--- src/rtl/decode_pkg.sv ---
// Opcode/funct encodings, control-bit indices and the combinational decode function.
// Define FP_DECODE_EN to decode COP1 (opcode 010001) by its rs field; otherwise it is illegal and fp_op stays 0.
package decode_pkg;

  localparam logic [5:0] OP_RTYPE = 6'b000000;
  localparam logic [5:0] OP_J     = 6'b000010;
  localparam logic [5:0] OP_JAL   = 6'b000011;
  localparam logic [5:0] OP_BEQ   = 6'b000100;
  localparam logic [5:0] OP_BNE   = 6'b000101;
  localparam logic [5:0] OP_BLT   = 6'b000110;
  localparam logic [5:0] OP_BGT   = 6'b000111;
  localparam logic [5:0] OP_ADDI  = 6'b001000;
  localparam logic [5:0] OP_ADDIU = 6'b001001;
  localparam logic [5:0] OP_SLTI  = 6'b001010;
  localparam logic [5:0] OP_ANDI  = 6'b001100;
  localparam logic [5:0] OP_ORI   = 6'b001101;
  localparam logic [5:0] OP_XORI  = 6'b001110;
  localparam logic [5:0] OP_LUI   = 6'b001111;
  localparam logic [5:0] OP_COP1  = 6'b010001;
  localparam logic [5:0] OP_BGTE  = 6'b010100;
  localparam logic [5:0] OP_BLTE  = 6'b010101;
  localparam logic [5:0] OP_BGTU  = 6'b010110;
  localparam logic [5:0] OP_BLTU  = 6'b010111;
  localparam logic [5:0] OP_LW    = 6'b100011;
  localparam logic [5:0] OP_SW    = 6'b101011;

  localparam logic [5:0] F_SLL  = 6'b000000;
  localparam logic [5:0] F_SRL  = 6'b000010;
  localparam logic [5:0] F_SRA  = 6'b000011;
  localparam logic [5:0] F_JR   = 6'b001000;
  localparam logic [5:0] F_ADD  = 6'b100000;
  localparam logic [5:0] F_ADDU = 6'b100001;
  localparam logic [5:0] F_SUB  = 6'b100010;
  localparam logic [5:0] F_SUBU = 6'b100011;
  localparam logic [5:0] F_AND  = 6'b100100;
  localparam logic [5:0] F_OR   = 6'b100101;
  localparam logic [5:0] F_XOR  = 6'b100110;
  localparam logic [5:0] F_SLT  = 6'b101010;

  localparam logic [4:0] ALU_NONE = 5'd0;
  localparam logic [4:0] ALU_ADD  = 5'd1;
  localparam logic [4:0] ALU_ADDU = 5'd2;
  localparam logic [4:0] ALU_SUB  = 5'd3;
  localparam logic [4:0] ALU_SUBU = 5'd4;
  localparam logic [4:0] ALU_AND  = 5'd5;
  localparam logic [4:0] ALU_OR   = 5'd6;
  localparam logic [4:0] ALU_XOR  = 5'd7;
  localparam logic [4:0] ALU_SLT  = 5'd8;
  localparam logic [4:0] ALU_SLL  = 5'd9;
  localparam logic [4:0] ALU_SRL  = 5'd10;
  localparam logic [4:0] ALU_SRA  = 5'd11;
  localparam logic [4:0] ALU_LUI  = 5'd12;

  localparam int CTRL_REG_DST    = 16;
  localparam int CTRL_ALU_SRC    = 15;
  localparam int CTRL_MEM_TO_REG = 14;
  localparam int CTRL_REG_WRITE  = 13;
  localparam int CTRL_MEM_READ   = 12;
  localparam int CTRL_MEM_WRITE  = 11;
  localparam int CTRL_BR_EQ      = 10;
  localparam int CTRL_BR_NE      = 9;
  localparam int CTRL_BR_GT      = 8;
  localparam int CTRL_BR_GTE     = 7;
  localparam int CTRL_BR_LT      = 6;
  localparam int CTRL_BR_LTE     = 5;
  localparam int CTRL_BR_GTU     = 4;
  localparam int CTRL_BR_LTU     = 3;
  localparam int CTRL_JUMP       = 2;
  localparam int CTRL_JUMP_REG   = 1;
  localparam int CTRL_LINK       = 0;

  localparam logic [4:0] FP_RS_MFC1 = 5'b00000;
  localparam logic [4:0] FP_RS_MTC1 = 5'b00100;
  localparam logic [4:0] FP_RS_ADD  = 5'b10000;
  localparam logic [4:0] FP_RS_SUB  = 5'b10001;
  localparam logic [4:0] FP_RS_MOV  = 5'b11010;
  localparam logic [4:0] FP_RS_CEQ  = 5'b11000;
  localparam logic [4:0] FP_RS_CLE  = 5'b11001;
  localparam logic [4:0] FP_RS_CLT  = 5'b11100;

  localparam logic [2:0] FP_MFC1 = 3'd0;
  localparam logic [2:0] FP_MTC1 = 3'd1;
  localparam logic [2:0] FP_ADD  = 3'd2;
  localparam logic [2:0] FP_SUB  = 3'd3;
  localparam logic [2:0] FP_MOV  = 3'd4;
  localparam logic [2:0] FP_CEQ  = 3'd5;
  localparam logic [2:0] FP_CLE  = 3'd6;
  localparam logic [2:0] FP_CLT  = 3'd7;

  typedef struct packed {
    logic [16:0] ctrl;
    logic [4:0]  alu;
    logic        illegal;
    logic [2:0]  fp_op;
    logic        rd31;
    logic        uses_rs;
    logic        uses_rt;
  } dec_t;

  function automatic dec_t decode_instr(input logic [31:0] instr);
    dec_t       d;
    logic [5:0] op;
    logic [5:0] funct;
    logic [4:0] rs;
    op    = instr[31:26];
    funct = instr[5:0];
    rs    = instr[25:21];
    d     = '0;
    case (op)
      OP_RTYPE: begin
        d.uses_rs = 1'b1;
        d.uses_rt = 1'b1;
        case (funct)
          F_ADD:   d.alu = ALU_ADD;
          F_ADDU:  d.alu = ALU_ADDU;
          F_SUB:   d.alu = ALU_SUB;
          F_SUBU:  d.alu = ALU_SUBU;
          F_AND:   d.alu = ALU_AND;
          F_OR:    d.alu = ALU_OR;
          F_XOR:   d.alu = ALU_XOR;
          F_SLT:   d.alu = ALU_SLT;
          F_SLL:   d.alu = ALU_SLL;
          F_SRL:   d.alu = ALU_SRL;
          F_SRA:   d.alu = ALU_SRA;
          F_JR:    d.ctrl[CTRL_JUMP_REG] = 1'b1;
          default: d.illegal = 1'b1;
        endcase
        // Every ALU-type funct writes rd; jr and illegal functs leave alu at zero.
        if (d.alu != ALU_NONE) begin
          d.ctrl[CTRL_REG_DST]   = 1'b1;
          d.ctrl[CTRL_REG_WRITE] = 1'b1;
        end
      end
      OP_ADDI, OP_ADDIU, OP_ANDI, OP_ORI, OP_XORI, OP_SLTI, OP_LUI: begin
        d.ctrl[CTRL_ALU_SRC]   = 1'b1;
        d.ctrl[CTRL_REG_WRITE] = 1'b1;
        d.uses_rs = (op != OP_LUI);
        case (op)
          OP_ADDI:  d.alu = ALU_ADD;
          OP_ADDIU: d.alu = ALU_ADDU;
          OP_ANDI:  d.alu = ALU_AND;
          OP_ORI:   d.alu = ALU_OR;
          OP_XORI:  d.alu = ALU_XOR;
          OP_SLTI:  d.alu = ALU_SLT;
          default:  d.alu = ALU_LUI;
        endcase
      end
      OP_LW: begin
        d.ctrl[CTRL_ALU_SRC]    = 1'b1;
        d.ctrl[CTRL_MEM_TO_REG] = 1'b1;
        d.ctrl[CTRL_REG_WRITE]  = 1'b1;
        d.ctrl[CTRL_MEM_READ]   = 1'b1;
        d.alu     = ALU_ADD;
        d.uses_rs = 1'b1;
      end
      OP_SW: begin
        d.ctrl[CTRL_ALU_SRC]   = 1'b1;
        d.ctrl[CTRL_MEM_WRITE] = 1'b1;
        d.alu     = ALU_ADD;
        d.uses_rs = 1'b1;
        d.uses_rt = 1'b1;
      end
      OP_BEQ, OP_BNE, OP_BGT, OP_BGTE, OP_BLT, OP_BLTE, OP_BGTU, OP_BLTU: begin
        d.alu     = ALU_SUB;
        d.uses_rs = 1'b1;
        d.uses_rt = 1'b1;
        case (op)
          OP_BEQ:  d.ctrl[CTRL_BR_EQ]  = 1'b1;
          OP_BNE:  d.ctrl[CTRL_BR_NE]  = 1'b1;
          OP_BGT:  d.ctrl[CTRL_BR_GT]  = 1'b1;
          OP_BGTE: d.ctrl[CTRL_BR_GTE] = 1'b1;
          OP_BLT:  d.ctrl[CTRL_BR_LT]  = 1'b1;
          OP_BLTE: d.ctrl[CTRL_BR_LTE] = 1'b1;
          OP_BGTU: d.ctrl[CTRL_BR_GTU] = 1'b1;
          default: d.ctrl[CTRL_BR_LTU] = 1'b1;
        endcase
      end
      OP_J: d.ctrl[CTRL_JUMP] = 1'b1;
      OP_JAL: begin
        d.ctrl[CTRL_JUMP]      = 1'b1;
        d.ctrl[CTRL_LINK]      = 1'b1;
        d.ctrl[CTRL_REG_WRITE] = 1'b1;
        d.rd31 = 1'b1;
      end
`ifdef FP_DECODE_EN
      OP_COP1: begin
        case (rs)
          FP_RS_MFC1: begin
            d.fp_op = FP_MFC1;
            d.ctrl[CTRL_REG_DST]   = 1'b1;
            d.ctrl[CTRL_REG_WRITE] = 1'b1;
          end
          FP_RS_MTC1: d.fp_op = FP_MTC1;
          FP_RS_ADD:  d.fp_op = FP_ADD;
          FP_RS_SUB:  d.fp_op = FP_SUB;
          FP_RS_MOV:  d.fp_op = FP_MOV;
          FP_RS_CEQ:  d.fp_op = FP_CEQ;
          FP_RS_CLE:  d.fp_op = FP_CLE;
          FP_RS_CLT:  d.fp_op = FP_CLT;
          default:    d.illegal = 1'b1;
        endcase
      end
`else
      OP_COP1: d.illegal = (rs == rs);
`endif
      default: d.illegal = 1'b1;
    endcase
    return d;
  endfunction

endpackage

--- src/rtl/instr_fifo.sv ---
// Parametrised synchronous FIFO with wrap-bit pointers and a flush that empties it at the next edge.
module instr_fifo #(
  parameter int DEPTH = 2,
  parameter int WIDTH = 64
) (
  input  logic             clk,
  input  logic             rst,
  input  logic             flush,
  input  logic             push,
  input  logic             pop,
  input  logic [WIDTH-1:0] wdata,
  output logic [WIDTH-1:0] rdata,
  output logic             full,
  output logic             empty
);
  localparam int AW = $clog2(DEPTH);
  localparam logic [AW:0] PTR_ONE = {{AW{1'b0}}, 1'b1};

  logic [AW:0]      wr_ptr_r;
  logic [AW:0]      rd_ptr_r;
  logic [WIDTH-1:0] mem_r [DEPTH];
  logic             do_push_s;
  logic             do_pop_s;

  assign empty     = (wr_ptr_r == rd_ptr_r);
  assign full      = (wr_ptr_r[AW] != rd_ptr_r[AW]) && (wr_ptr_r[AW-1:0] == rd_ptr_r[AW-1:0]);
  assign rdata     = mem_r[rd_ptr_r[AW-1:0]];
  assign do_push_s = push && !full;
  assign do_pop_s  = pop && !empty;

  // Pointer update; flush outranks any push or pop in the same cycle.
  always_ff @(posedge clk) begin
    if (rst || flush) begin
      wr_ptr_r <= '0;
      rd_ptr_r <= '0;
    end else begin
      if (do_push_s) wr_ptr_r <= wr_ptr_r + PTR_ONE;
      if (do_pop_s)  rd_ptr_r <= rd_ptr_r + PTR_ONE;
    end
  end

  // Storage write.
  always_ff @(posedge clk) begin
    if (do_push_s && !flush && !rst) mem_r[wr_ptr_r[AW-1:0]] <= wdata;
  end

endmodule

--- src/rtl/decode_stage.sv ---
// Flow-controlled decode stage: instr_fifo buffers fetch, head is decoded into a registered bundle.
// Macro FP_DECODE_EN (see decode_pkg) adds COP1 decode; without it out_fp_op is constant zero.
module decode_stage
  import decode_pkg::*;
#(
  parameter int XLEN      = 32,
  parameter int BUF_DEPTH = 2,
  parameter int ALU_W     = 5
) (
  input  logic             clk,
  input  logic             rst,
  input  logic             in_valid,
  output logic             in_ready,
  input  logic [XLEN-1:0]  in_instr,
  input  logic [XLEN-1:0]  in_pc,
  input  logic             flush,
  input  logic             ex_mem_read,
  input  logic [4:0]       ex_rt,
  output logic             out_valid,
  input  logic             out_ready,
  output logic [XLEN-1:0]  out_pc,
  output logic [4:0]       out_rs,
  output logic [4:0]       out_rt,
  output logic [4:0]       out_rd,
  output logic [4:0]       out_shamt,
  output logic [XLEN-1:0]  out_imm_se,
  output logic [XLEN-1:0]  out_imm_ze,
  output logic [25:0]      out_addr26,
  output logic [16:0]      out_ctrl,
  output logic [ALU_W-1:0] out_alu_ctrl,
  output logic             out_illegal,
  output logic [2:0]       out_fp_op,
  output logic             stall
);
  logic              fifo_full_s;
  logic              fifo_empty_s;
  logic              push_s;
  logic [2*XLEN-1:0] head_s;
  logic [XLEN-1:0]   head_instr_s;
  logic [XLEN-1:0]   head_pc_s;
  dec_t              dec_s;
  logic              hazard_s;
  logic              slot_free_s;
  logic              load_s;

  logic              out_valid_r;
  logic              stall_r;
  logic [XLEN-1:0]   out_pc_r;
  logic [4:0]        out_rs_r;
  logic [4:0]        out_rt_r;
  logic [4:0]        out_rd_r;
  logic [4:0]        out_shamt_r;
  logic [XLEN-1:0]   out_imm_se_r;
  logic [XLEN-1:0]   out_imm_ze_r;
  logic [25:0]       out_addr26_r;
  logic [16:0]       out_ctrl_r;
  logic [ALU_W-1:0]  out_alu_ctrl_r;
  logic              out_illegal_r;
  logic [2:0]        out_fp_op_r;

  assign in_ready = !fifo_full_s;
  assign push_s   = in_valid && !fifo_full_s;

  instr_fifo #(
    .DEPTH (BUF_DEPTH),
    .WIDTH (2 * XLEN)
  ) u_fifo (
    .clk   (clk),
    .rst   (rst),
    .flush (flush),
    .push  (push_s),
    .pop   (load_s),
    .wdata ({in_instr, in_pc}),
    .rdata (head_s),
    .full  (fifo_full_s),
    .empty (fifo_empty_s)
  );

  assign head_instr_s = head_s[2*XLEN-1:XLEN];
  assign head_pc_s    = head_s[XLEN-1:0];
  assign dec_s        = decode_instr(head_instr_s[31:0]);
  assign slot_free_s  = !out_valid_r || out_ready;
  assign load_s       = !fifo_empty_s && slot_free_s && !hazard_s;

  // Load-use check: the head reads a register the load in execute has not produced yet.
  always_comb begin
    hazard_s = 1'b0;
    if (ex_mem_read && (ex_rt != 5'd0) && !fifo_empty_s) begin
      hazard_s = (dec_s.uses_rs && (head_instr_s[25:21] == ex_rt)) ||
                 (dec_s.uses_rt && (head_instr_s[20:16] == ex_rt));
    end else begin
      hazard_s = 1'b0;
    end
  end

  // Output bundle register and stall flag.
  always_ff @(posedge clk) begin
    if (rst) begin
      out_valid_r    <= 1'b0;
      stall_r        <= 1'b0;
      out_pc_r       <= '0;
      out_rs_r       <= '0;
      out_rt_r       <= '0;
      out_rd_r       <= '0;
      out_shamt_r    <= '0;
      out_imm_se_r   <= '0;
      out_imm_ze_r   <= '0;
      out_addr26_r   <= '0;
      out_ctrl_r     <= '0;
      out_alu_ctrl_r <= '0;
      out_illegal_r  <= 1'b0;
      out_fp_op_r    <= '0;
    end else if (flush) begin
      out_valid_r <= 1'b0;
      stall_r     <= 1'b0;
    end else begin
      stall_r <= hazard_s && slot_free_s;
      if (load_s) begin
        out_valid_r    <= 1'b1;
        out_pc_r       <= head_pc_s;
        out_rs_r       <= head_instr_s[25:21];
        out_rt_r       <= head_instr_s[20:16];
        out_rd_r       <= dec_s.rd31 ? 5'd31 : head_instr_s[15:11];
        out_shamt_r    <= head_instr_s[10:6];
        out_imm_se_r   <= {{(XLEN-16){head_instr_s[15]}}, head_instr_s[15:0]};
        out_imm_ze_r   <= {{(XLEN-16){1'b0}}, head_instr_s[15:0]};
        out_addr26_r   <= head_instr_s[25:0];
        out_ctrl_r     <= dec_s.ctrl;
        out_alu_ctrl_r <= ALU_W'(dec_s.alu);
        out_illegal_r  <= dec_s.illegal;
        out_fp_op_r    <= dec_s.fp_op;
      end else if (out_ready) begin
        out_valid_r <= 1'b0;
      end else begin
        out_valid_r <= out_valid_r;
      end
    end
  end

  assign out_valid    = out_valid_r;
  assign stall        = stall_r;
  assign out_pc       = out_pc_r;
  assign out_rs       = out_rs_r;
  assign out_rt       = out_rt_r;
  assign out_rd       = out_rd_r;
  assign out_shamt    = out_shamt_r;
  assign out_imm_se   = out_imm_se_r;
  assign out_imm_ze   = out_imm_ze_r;
  assign out_addr26   = out_addr26_r;
  assign out_ctrl     = out_ctrl_r;
  assign out_alu_ctrl = out_alu_ctrl_r;
  assign out_illegal  = out_illegal_r;
  assign out_fp_op    = out_fp_op_r;

endmodule

--- config.mk ---
export PLATFORM = sky130hd
export DESIGN_NAME = decode_stage
export DESIGN_NICKNAME = d
export VERILOG_FILES = /design/src/rtl/decode_pkg.sv /design/src/rtl/instr_fifo.sv /design/src/rtl/decode_stage.sv
export SDC_FILE = /design/constraint.sdc
export NUM_CORES = 1
export LEC_CHECK = 0
export ABC_AREA = 1
export BUFFER_PORTS_ARGS = -buffer_cell sky130_fd_sc_hd__clkbuf_2
export CORE_MARGIN = 2
export CORE_UTILIZATION = 54
export DETAILED_ROUTE_END_ITERATION = 10
export PLACE_DENSITY = 0.78
export SLEW_MARGIN = 10
export SYNTH_ARGS = -nofsm -noshare
export SYNTH_HDL_FRONTEND = slang
export SYNTH_SLANG_ARGS = --single-unit
--- constraint.sdc ---
create_clock -name clk -period 9.15 [get_ports clk]
set_input_delay 1.3725 -clock clk [delete_from_list [all_inputs] [get_ports clk]]
set_output_delay 1.3725 -clock clk [all_outputs]
set_load 0.03 [all_outputs]
==> flow_summary.json <==
{
  "ant_nets": 0,
  "antenna_found_initial": 1,
  "status": "finished, final reports clean",
  "hold_viol_final": 0,
  "diodes": 0,
  "place_inst": 1514,
  "period_needed_ns": 4.543,
  "fmax_mhz": 220.1,
  "path_max_fanout": 119,
  "slowest_stage": "buf_4",
  "drive_gt1_frac": 0.2087,
  "ys_ff_latch": 219,
  "grt_use_total": 0.2236,
  "fp.coreArea_mm2": 0.01796,
  "port-buffer-count": 225,
  "syn_avg_cell_area_um2": 8.471,
  "tritoncts": "yes",
  "tightest_slew_ns": 1.207,
  "hp-class": "flop to flop",
  "cp_common_cell": "nand2_1",
  "synthToLayoutAreaGrowth_pct": 13.92,
  "die_y_um": 139.3,
  "post_drt_wl_per_cell_um": 14.08,
  "dr_wl_met2_mm": 10.17,
  "cts_max_path_buffers": 3,
  "crit_path_end_kind": "flop",
  "slew_headroom": 0.1953,
  "async_flop_share": 0,
  "vias": 7459,
  "fin_nets": 1385,
  "cts_made_buffers": 23,
  "start_util": 0.5503,
  "worstSetupPathType": "flop to flop",
  "synth_area_leaders": "edfxtp_1 39%, dfxtp_1 18%, nand2_1 15%, buf_4 7.0%, nor2_1 5.6%",
  "die_width_um": 139.3,
  "rsz0062_at_grt": "no",
  "wl_mm": 21.91,
  "arrival_ns": 4.98,
  "slowest_delay_ns": 0.88,
  "ios": 246,
  "tns_ns": 0,
  "synth_warnings": 0,
  "overflow": 0,
  "slew_violations": 0,
  "grt_pass1_vias": 7119,
  "via_per_inst": 4.794,
  "postCtsSetupRepairBufs": 0,
  "top_layer": "met5",
  "netlist_area_mm2": 0.009886,
  "cp_cell_sequence": "inv_2 > buf_4 > nand2_1 > nand2_1 > nand2_1 > nor2_2 > nand3_1 > nand3_1 > nand2_1 > nand2_1 > nand2_2 > nand3_4 > buf_4 > nand2_1 > a21oi_1",
  "cts_repair_resize_count": 0,
  "cts_root_buf": "clkbuf_16",
  "synth_edf_count": 128,
  "syn_inst": 1167,
  "finalNonFillerCells": 1556,
  "p_per_area_mw_per_mm2": 269.8,
  "htree_levels": 1,
  "dr_wl_met3_mm": 1.744,
  "ys_types": 32,
  "holdBufCountCts": 0,
  "cts_sinks": 219,
  "peakVddDrop_uv": 233.3,
  "maxCapViolations": 0,
  "seq_area_frac_synth": 0.5731,
  "wirelength_met1_mm": 9.521,
  "die_area_mm2": 0.01941,
  "period_share": 0.4965,
  "dp_hpwl_mm": 14.45,
  "clock-skew-final_ns": 0.01127,
  "yosysTopAreaCellShare": 0.3888,
  "synth_common_cells": "394 x nand2_1, 147 x nor2_1, 142 x inv_1",
  "drt_iter0_markers": 600,
  "p_leak_nw": 5.535,
  "globalplace.congestion": 0.8976,
  "start_kind": "flop",
  "num_rows": 49,
  "cp_data_required_time_ns": 9.58,
  "path_clk_slew_ns": 0.06,
  "synth_area_leader_cell": "edfxtp_1",
  "final_util": 0.6269,
  "setup-violations-final": 0,
  "grt_max_degree": 120,
  "drc": 0,
  "yosysMostFrequentCell": "nand2_1",
  "drtPass1Iterations": 5,
  "synthFlopType": "edfxtp_1",
  "grt_pass1_wl_mm": 35.29,
  "clock_latency_ns": 0.51
}
stage by stage:
step | cell area, µm² | hold slack, ns | worst slack (ns) | power [mW]
2_1_floorplan | 9957 | 0.4754 | 2.368 | 2.031
3_3_place_gp | 10570 | 0.4531 | 4.701 | 2.187
3_5_place_dp | 10570 | 0.4554 | 4.695 | 2.201
4_1_cts | 11260 | 0.4708 | 4.646 | 3.063
5_1_grt | 11260 | 0.4969 | 4.119 | 3.208
6_report | 11260 | 0.4686 | 4.607 | 3.038
worst max-delay path: cells and delay by family (launching register included):
family	cells	cell delay, ns
compound gates	1	0.20
buf+inv	3	1.67
flops	1	0.45
simple gates	11	1.97
routing by layer:
layer	GRT usage	up-vias
met5	0	-
met4	0.06592	2
met3	0.04542	37
met2	0.3767	282
met1	0.2941	3302
li1	-	3836
path summary, 6_finish.rpt:
path | start | end | cells after the start | slack, ns
max | flop | out_rd[1]$_SDFFE_PP0P_ | 15 | 4.61
min | out_rd[0]$_SDFFE_PP0P_ | out_rd[0]$_SDFFE_PP0P_ | 2 | 0.47
max reg2reg | flop | out_rd[1]$_SDFFE_PP0P_ | 15 | 4.61
min reg2reg | out_rd[0]$_SDFFE_PP0P_ | out_rd[0]$_SDFFE_PP0P_ | 2 | 0.47
area by class of cell:
class                   instances  area, µm²
fillers                      1544       6701
flip-flops and latches        219       5669
multi-input cells             689       2887
repair buffers                233       1186
clock buffers                  31      635.6
inverters                     144      540.5
well taps                     229      286.5
clock inverters                11      57.56
power breakdown:
part / leakage, nW / switching (mW) / internal [mW]
sequential: 1.91 / 0.0790 / 1.16
combinational: 3.28 / 0.698 / 0.252
clock: 0.346 / 0.366 / 0.488
total: 5.53 / 1.14 / 1.89
flip-flops by register name (all words and copies together) (netlist names), named ones only:
| signal | flops |
|---|---|
| u_fifo.wr_ptr_r | 2 |
| out_valid | 1 |
| out_rd | 5 |
| stall | 1 |
| out_alu_ctrl | 4 |
| out_rt | 4 |
| out_addr26 | 13 |
| out_pc | 32 |
| out_shamt | 4 |
| out_ctrl | 16 |
| out_illegal | 1 |
| u_fifo.rd_ptr_r | 2 |
| u_fifo.mem_r | 128 |
| out_rs | 5 |
cells in the final DEF, fill, tap and decap left out, types with 19 or more instances in the layout:
cell,netlist,routed
nand2_1,394,394
dfxtp_1,91,90
edfxtp_1,128,128
nor2_1,147,146
conb_1,1,20
o21ai_0,19,19
clkbuf_2,0,225
nand3_1,19,19
a21oi_1,19,19
nand4_1,40,40
clkbuf_16,0,23
inv_1,142,142
kinds of logic after synthesis:
group,after synthesis,synth area share
buffers and inverters,278,0.1442
AOI/OAI and AO/OA,51,0.02835
xor gates and xnor gates,5,0.004430
other,1,0.0003793
and+or+nand+nor,612,0.2486
muxes,1,0.001013
DFF,219,0.5731
Note: power is estimated with default switching activity, not from simulation.
